--- config.mk ---
export PLATFORM = sky130hd
export DESIGN_NAME = video_pcie_line_sched
export DESIGN_NICKNAME = d
export VERILOG_FILES = /design/src/rtl/video_pcie_line_sched.sv
export SDC_FILE = /design/constraint.sdc
export NUM_CORES = 1
export LEC_CHECK = 0
export ABC_AREA = 1
export BUFFER_PORTS_ARGS = -buffer_cell sky130_fd_sc_hd__buf_2
export CAP_MARGIN = 20
export CORE_AREA = 2 2 163 165
export DETAILED_ROUTE_END_ITERATION = 8
export DIE_AREA = 0 0 165 167
export PLACE_DENSITY = 0.73
export SYNTH_ARGS = -nofsm -noshare
export SYNTH_HDL_FRONTEND = slang
export SYNTH_SLANG_ARGS = --single-unit
--- constraint.sdc ---
create_clock -name clk -period 1.83 [get_ports clk]
set_clock_uncertainty 0.05 [all_clocks]
set_input_delay 0.2745 -clock clk [delete_from_list [all_inputs] [get_ports clk]]
set_output_delay 0.2745 -clock clk [all_outputs]
set_load 0.02 [all_outputs]
--- src/rtl/video_pcie_line_sched.sv ---
// Packet scheduler: two 128-bit video line FIFOs -> PCIe DMA CPU read port.
// Optional statistics counters are enabled by defining VIDEO_PCIE_SCHED_STATS_EN.
module video_pcie_line_sched #(
  parameter int          LINE_BEATS = 160,
  parameter int          LEVEL_W    = 10,
  parameter logic [15:0] SYNC_FS    = 16'hA55A,
  parameter logic [15:0] SYNC_LN    = 16'hC33C,
  parameter logic [15:0] IDLE_WORD  = 16'hFFFF
) (
  input  logic               clk,
  input  logic               rst_n,
  input  logic               cpu_rd_en,
  output logic [127:0]       cpu_rd_data,
  input  logic [LEVEL_W-1:0] ch0_level,
  output logic               ch0_rd_en,
  input  logic [127:0]       ch0_rd_data,
  input  logic               ch0_fs,
  input  logic [LEVEL_W-1:0] ch1_level,
  output logic               ch1_rd_en,
  input  logic [127:0]       ch1_rd_data,
  input  logic               ch1_fs,
  output logic               pkt_ch,
  output logic               pkt_active
`ifdef VIDEO_PCIE_SCHED_STATS_EN
  ,
  output logic [31:0]        stat_idle_pkts,
  output logic [31:0]        stat_ch0_pkts,
  output logic [31:0]        stat_ch1_pkts
`endif
);

  localparam int BEAT_W = $clog2(LINE_BEATS + 1);
  localparam logic [BEAT_W-1:0] LAST_BEAT = BEAT_W'(LINE_BEATS);
  localparam logic [1:0] ST_HDR  = 2'd0;
  localparam logic [1:0] ST_DATA = 2'd1;
  localparam logic [1:0] ST_FILL = 2'd2;

  logic [BEAT_W-1:0] beat_q, beat_d;
  logic [1:0]        state_q, state_d;
  logic              pkt_ch_q, pkt_ch_d;
  logic              last_grant_q, last_grant_d;
  logic [1:0]        fs_pend_q, fs_pend_d;
  logic [1:0][15:0]  line_cnt_q, line_cnt_d;
  logic [127:0]      hdr_q, hdr_d;
  logic              hdr_flag_q, data_flag_q, data_ch_q, fill_flag_q;
  logic [127:0]      hold_q;

  logic              elig0_s, elig1_s, grant_valid_s, grant_ch_s, hdr_take_s;
  logic [15:0]       sync_word_s;

  // Arbitration: eligibility is only acted upon at the header beat.
  always_comb begin
    elig0_s       = (ch0_level >= LEVEL_W'(LINE_BEATS));
    elig1_s       = (ch1_level >= LEVEL_W'(LINE_BEATS));
    grant_valid_s = elig0_s | elig1_s;
    if (elig0_s && elig1_s) begin
      grant_ch_s = ~last_grant_q;
    end else begin
      grant_ch_s = elig1_s;
    end
    hdr_take_s  = cpu_rd_en && (state_q == ST_HDR);
    sync_word_s = fs_pend_q[grant_ch_s] ? SYNC_FS : SYNC_LN;
  end

  // Packet sequencing: beat counter and HDR/DATA/FILL state.
  always_comb begin
    beat_d       = beat_q;
    state_d      = state_q;
    pkt_ch_d     = pkt_ch_q;
    last_grant_d = last_grant_q;
    case (state_q)
      ST_HDR: begin
        if (cpu_rd_en) begin
          beat_d = BEAT_W'(1);
          if (grant_valid_s) begin
            state_d      = ST_DATA;
            pkt_ch_d     = grant_ch_s;
            last_grant_d = grant_ch_s;
          end else begin
            state_d = ST_FILL;
          end
        end else begin
          beat_d = beat_q;
        end
      end
      ST_DATA, ST_FILL: begin
        if (cpu_rd_en) begin
          if (beat_q == LAST_BEAT) begin
            beat_d  = '0;
            state_d = ST_HDR;
          end else begin
            beat_d = beat_q + BEAT_W'(1);
          end
        end else begin
          beat_d = beat_q;
        end
      end
      default: begin
        beat_d  = '0;
        state_d = ST_HDR;
      end
    endcase
  end

  // Header word, frame-start pending flags and per-channel line counters.
  always_comb begin
    hdr_d      = hdr_q;
    fs_pend_d  = fs_pend_q;
    line_cnt_d = line_cnt_q;
    if (hdr_take_s) begin
      if (grant_valid_s) begin
        hdr_d = {{6{sync_word_s}}, 15'd0, grant_ch_s, line_cnt_q[grant_ch_s]};
        fs_pend_d[grant_ch_s]  = 1'b0;
        line_cnt_d[grant_ch_s] = fs_pend_q[grant_ch_s] ? 16'd1
                                                       : line_cnt_q[grant_ch_s] + 16'd1;
      end else begin
        hdr_d = {8{IDLE_WORD}};
      end
    end else begin
      hdr_d = hdr_q;
    end
    // A frame start arriving with the clearing header must not be lost.
    if (ch0_fs) begin
      fs_pend_d[0] = 1'b1;
    end else begin
      fs_pend_d[0] = fs_pend_d[0];
    end
    if (ch1_fs) begin
      fs_pend_d[1] = 1'b1;
    end else begin
      fs_pend_d[1] = fs_pend_d[1];
    end
  end

  // FIFO read strobes follow the consumer directly so reads stay 1:1 with beats.
  always_comb begin
    ch0_rd_en = cpu_rd_en && (state_q == ST_DATA) && !pkt_ch_q;
    ch1_rd_en = cpu_rd_en && (state_q == ST_DATA) &&  pkt_ch_q;
  end

  // Output data mux driven by the one-cycle-delayed beat flags.
  always_comb begin
    if (hdr_flag_q) begin
      cpu_rd_data = hdr_q;
    end else if (data_flag_q) begin
      cpu_rd_data = data_ch_q ? ch1_rd_data : ch0_rd_data;
    end else if (fill_flag_q) begin
      cpu_rd_data = {8{IDLE_WORD}};
    end else begin
      cpu_rd_data = hold_q;
    end
  end

  assign pkt_ch     = pkt_ch_q;
  assign pkt_active = (state_q == ST_DATA);

  // State registers.
  always_ff @(posedge clk or negedge rst_n) begin
    if (!rst_n) begin
      beat_q       <= '0;
      state_q      <= ST_HDR;
      pkt_ch_q     <= 1'b0;
      last_grant_q <= 1'b1;
      fs_pend_q    <= 2'b00;
      line_cnt_q   <= '0;
      hdr_q        <= '0;
      hdr_flag_q   <= 1'b0;
      data_flag_q  <= 1'b0;
      data_ch_q    <= 1'b0;
      fill_flag_q  <= 1'b0;
      hold_q       <= '0;
    end else begin
      beat_q       <= beat_d;
      state_q      <= state_d;
      pkt_ch_q     <= pkt_ch_d;
      last_grant_q <= last_grant_d;
      fs_pend_q    <= fs_pend_d;
      line_cnt_q   <= line_cnt_d;
      hdr_q        <= hdr_d;
      hdr_flag_q   <= hdr_take_s;
      data_flag_q  <= cpu_rd_en && (state_q == ST_DATA);
      data_ch_q    <= pkt_ch_q;
      fill_flag_q  <= cpu_rd_en && (state_q == ST_FILL);
      hold_q       <= cpu_rd_data;
    end
  end

`ifdef VIDEO_PCIE_SCHED_STATS_EN
  function automatic logic [31:0] sat_inc(input logic [31:0] v);
    return (v == 32'hFFFF_FFFF) ? v : v + 32'd1;
  endfunction

  logic [31:0] stat_idle_q, stat_ch0_q, stat_ch1_q;

  // Per-decision packet counters, saturating.
  always_ff @(posedge clk or negedge rst_n) begin
    if (!rst_n) begin
      stat_idle_q <= 32'd0;
      stat_ch0_q  <= 32'd0;
      stat_ch1_q  <= 32'd0;
    end else if (hdr_take_s) begin
      if (!grant_valid_s) begin
        stat_idle_q <= sat_inc(stat_idle_q);
      end else if (grant_ch_s) begin
        stat_ch1_q <= sat_inc(stat_ch1_q);
      end else begin
        stat_ch0_q <= sat_inc(stat_ch0_q);
      end
    end else begin
      stat_idle_q <= stat_idle_q;
    end
  end

  assign stat_idle_pkts = stat_idle_q;
  assign stat_ch0_pkts  = stat_ch0_q;
  assign stat_ch1_pkts  = stat_ch1_q;
`endif

endmodule

# Word-level counts from Yosys, hierarchy flattened
# Index checks and enable logic that the tools add are counted.
[word_totals] ramBits=0 output_inout_bits=132 latchBits=0 mem_bits_ro=0 memories=0 register_bits=306 inputBits=281
[classes] div_mod_pow=0 shift=0 n_bitwise=4 n_eq_ne=6 magnitude_cmp=4 n_reduce_logical=20 mux=30 add_sub_neg=2 multipliers=0
[op_table] op="$mux W128" count=4
[op_table] op="$mux W127" count=1
[op_table] op="$mux W16" count=4
[op_table] op="$bwmux W32" count=1
[op_table] op="$mux W8" count=3
[op_table] op="$ge A10 B8 Y1 const B" count=2
[op_table] op="$add A16 B1 Y16 const B" count=1
[op_table] op="$demux W16 S1" count=1
[op_table] op="$pmux W8 S2" count=1
[op_table] op="$mux W15" count=1
[op_table] op="$mux W2" count=6
[op_table] op="$add A8 B1 Y8 const B" count=1
[op_table] op="$eq A8 B8 Y1 const B" count=1
[op_table] op="$reduce_and A2 Y1" count=4
[op_table] op="$reduce_bool A2 Y1" count=4
[op_table] op="$logic_and A1 B1 Y1" count=7
[op_table] op="$mux W1" count=6
[op_table] op="$ne A2 B2 Y1 const B" count=3
[op_table] op="$reduce_and A3 Y1" count=2
[op_table] op="$pmux W2 S2" count=1
[op_table] op="$and A2 B2 Y2" count=1
[op_table] op="$eq A2 B1 Y1 const B" count=1
[op_table] op="$eq A2 B2 Y1 const B" count=1
[op_table] op="$logic_not A2 Y1" count=1
[op_table] op="8 further kinds" count=8

# Depth between registers and ports, before layout
[depth] word_depth=12 mapped_depth=15 depth_no_buf=14

# Worst setup path before layout
# Ideal clock, no wire load.
[synth_path] path_kind="flip-flop to output port" start="register data_ch_q" end="output port cpu_rd_data[0]" path_stages_with_launch=8 path_slack_ns=-0.232 required_ns=1.505 arrival_time_ns=1.737 n_path_buf=4 path_cell_list="dfrtp_1 clkbuf_1 inv_1 buf_2 buf_2 clkbuf_1 o21ai_0 a31oi_1"
[synth_via] elab_chain_len=3
[synth_lines] item="start, declared" line_no="45" rtl="logic hdr_flag_q, data_flag_q, data_ch_q, fill_flag_q;"
[synth_lines] item="start signal, assigned" line_no="182" rtl="data_ch_q <= pkt_ch_q;"
[synth_lines] item="$mux W128" line_no="146" rtl="cpu_rd_data = data_ch_q ? ch1_rd_data : ch0_rd_data;"
[synth_lines] item="$mux W128" line_no="145" rtl="end else if (data_flag_q) begin"
[synth_lines] item="$mux W128" line_no="143" rtl="if (hdr_flag_q) begin"
[synth_lines] item="end, declared" line_no="13" rtl="output logic [127:0] cpu_rd_data,"
# Every way passes these cells.

# Final worst setup path
[layout_path] start="register data_ch_q" end="output port cpu_rd_data[48]"
# Same word-level chain as after synthesis.

==> impl_results.md <==
* CTS sink cnt at 199
* CTS tree: yes
* CTS H-tree lvls at 4
* Hold slack final at 33.0 ps
* Post-Syn Area at 10700 µm²
* Final Wtd Congestion at 0.934
* Tot GR Track Use at 0.301
* Dpl ws at -258 ps
* Width of the die at 165 µm
* Setup_tns at -48890 ps
* Unrepaired setup endpoints after global routing: yes
* Area Growth Syn to Fin at 54.0%
* Largest net degree at the start of global routing at 61
* Insertion delay to the later sink of the worst-skew pair at 440 ps
* Hold_sp: cpu_rd_en
* Synth Area per Inst at 7.25 µm²
* Crit share post-route at 1.24
* Starting density of the core at 0.417
* CTS Root Cell: clkbuf_16
* Finished Cell Area at 16500 µm²
* Slew Limit Fails at 0
* Relative slew slack at 0.688
* P per Cell Area at 1890 nW/µm²
* Buffers & Inverters on Critical Path at 3
* Worst-Margin Slew at 468 ps
* Final ANT Viol Nets at 0
* Wire per inst at 19.4 µm
* Synth Flop Type: dfrtp_1
* Layout cells sized above 1 at 0.410
* Die area at 27600 µm²
* DRC Markers at 0
* Vias in the first global route at 11700
* Post-route minimum period at 2270 ps
* FFs w/ async S/R, synth at 1.00
* Pre-Repair DR Iteration Count at 5
* Clk pin slew, worst setup/hold paths at 80 ps
* Crit-path cells: buf_12, clkbuf_16, o21ai_1, o21ai_1, nand2_1, nand2_1, buf_6
* Post-synthesis net count at 1768
* IO Count at 413
* Hold Path Class: in2reg
* Yosys cell types at 36
* PortBufs at 402
* Final Net Count at 2256
* Worst EP arrival at 1940 ps
* Post-DP HPWL at 29.6 mm
* Status: complete, but fails checks
* Max clock buf depth at 2
* Post-synth EDFFs at 0
* Sequential area share after synthesis at 0.464
* Initial antenna violation count at 6
* WP data required at 1510 ps
* Vias/cell at 5.49
* WS Path Type: reg2out
* Routed wire length at 45.1 mm
* VDD IR-drop max at 1.23 mV
* Setup ws final at -436 ps
* Final Hold Fails at 0
* Starting DRT DRC Count at 1250
* CTS buffer count at 17
* Crit. End Element: output port
* Commonest non-fill, non-tap cells in the layout: 292 x nand2_1, 292 x buf_2, 195 x dfrtp_1
* First-pass GRT wire length at 64.1 mm
* Leakage at 0.00811 µW
* Critical Path Start: data_ch_q
* Setup Viol. Count Final at 156
* Area after DPL at 14300 µm²
* Yosys warnings at 0
* DIE HEIGHT at 167 µm
* Pwr Total at 31200 µW
* Core ar. at 25800 µm²
* Mapped Cells at 1480
* R2R Path Start: last_grant_q
* # rows at 59
* Vias at 12700
* Max Clock Freq at 0.441 GHz
* Failing checks: negative setup slack
* GRT overflow at 0
* Slowest cell on crit path: dfrtp_4
* Crit Path Max Fanout at 16
* Worst path max stage delay at 570 ps
* Startpoint Class: flop
* Flops & latches, synth at 199
* Delay-heaviest family, CP: flip-flops
* Max-cap violation count at 0
routing by layer:
metal  track usage  wire length, µm  up-vias
li1              -                -     5900
met1         0.381            17800     6008
met2         0.476            21400      684
met3        0.0635             3400      152
met4         0.170             2390        2
met5             0               13        -
registers in the layout (all words and copies together) (netlist names):
name / count
beat_q: 8
data_ch_q: 1
data_flag_q: 1
fill_flag_q: 1
fs_pend_q: 2
hdr_flag_q: 1
hdr_q: 21
hold_q: 128
last_grant_q: 1
line_cnt_q: 32
pkt_ch: 1
state_q: 2
final cells by class:
type,instances,area (µm²)
clock buffers,18,439
flip-flops and latches,199,4990
repair buffers,580,4590
diodes,5,12.5
fillers,2216,9240
multi-input cells,1103,5670
inverters,67,272
clock inverters,14,138
well taps,335,419
worst reg2reg max path: cells and delay by family, from the launching register on:
kind	cells	cell delay (ps)
adders and majority gates	1	190
buffers and inverters	1	60
and+or+nand+nor	9	910
AOI/OAI and AO/OA	1	130
DFF	1	560
cells by family (layout without fill, tap and decap cells):
group	count (synthesis)	after routing	synth area share
adder cells (fa/ha/maj)	7	7	0.00816
other	0	5	0
buffers and inverters	178	679	0.0666
AND/OR/NAND/NOR	638	638	0.240
XOR/XNOR	2	2	0.00163
AO/OA/AOI/OAI	456	456	0.220
flip-flops	199	199	0.464
stage by stage:
step,util,cells
2_1_floorplan,-,1480
3_3_place_gp,0.555,2249
3_5_place_dp,0.555,2249
4_1_cts,0.605,2293
5_1_grt,0.641,2320
6_report,0.641,2321
path summary, 6_finish.rpt:
kind                       cells after the start  slack (ps)              end
max                                            7        -440  cpu_rd_data[48]
min                                            3          30      fill_flag_q
max reg2reg                                   12        -180   line_cnt_q[26]
min reg2reg                                    0         380        data_ch_q
max in group asynchronous                      3         730      fill_flag_q
min in group asynchronous                      2         290    line_cnt_q[9]
power by group:
group          switching [µW]  total (µW)  internal (µW)  leakage [µW]
clock network            1830        3790           1960      0.000289
registers                 708        7000           6290       0.00244
logic                   11900       20400           8510       0.00539
total                   14400       31200          16800       0.00811
Yosys cell counts (3+ instances only):
cell type | count | area, µm²
o21ai_0 | 386 | 1930
nand2_1 | 360 | 1350
nor2_1 | 205 | 769
dfrtp_1 | 198 | 4950
clkbuf_1 | 86 | 323
inv_1 | 63 | 236
nand3_1 | 34 | 170
o21ai_1 | 20 | 100
o22ai_1 | 18 | 113
a31oi_1 | 17 | 106
buf_2 | 10 | 50.1
nand4_1 | 10 | 62.6
buf_1 | 9 | 33.8
nand3b_1 | 9 | 67.6
a21oi_1 | 8 | 40.0
ha_1 | 7 | 87.6
nand2_2 | 6 | 37.5
nor2_4 | 4 | 45.0
nor3_1 | 4 | 20.0
buf_4 | 3 | 22.5
buf_6 | 3 | 33.8
inv_2 | 3 | 11.3
timing repair:
item,4_1_cts,5_1_grt
hold buffers,3,0
setup buffers,5,16
gates resized for setup,283,284
endpoints found under the setup margin,158,170
pin swaps,3,38
cloned,4,8
hold endpoints to repair,39,0
No activity file was read; power rests on OpenSTA's default activity.
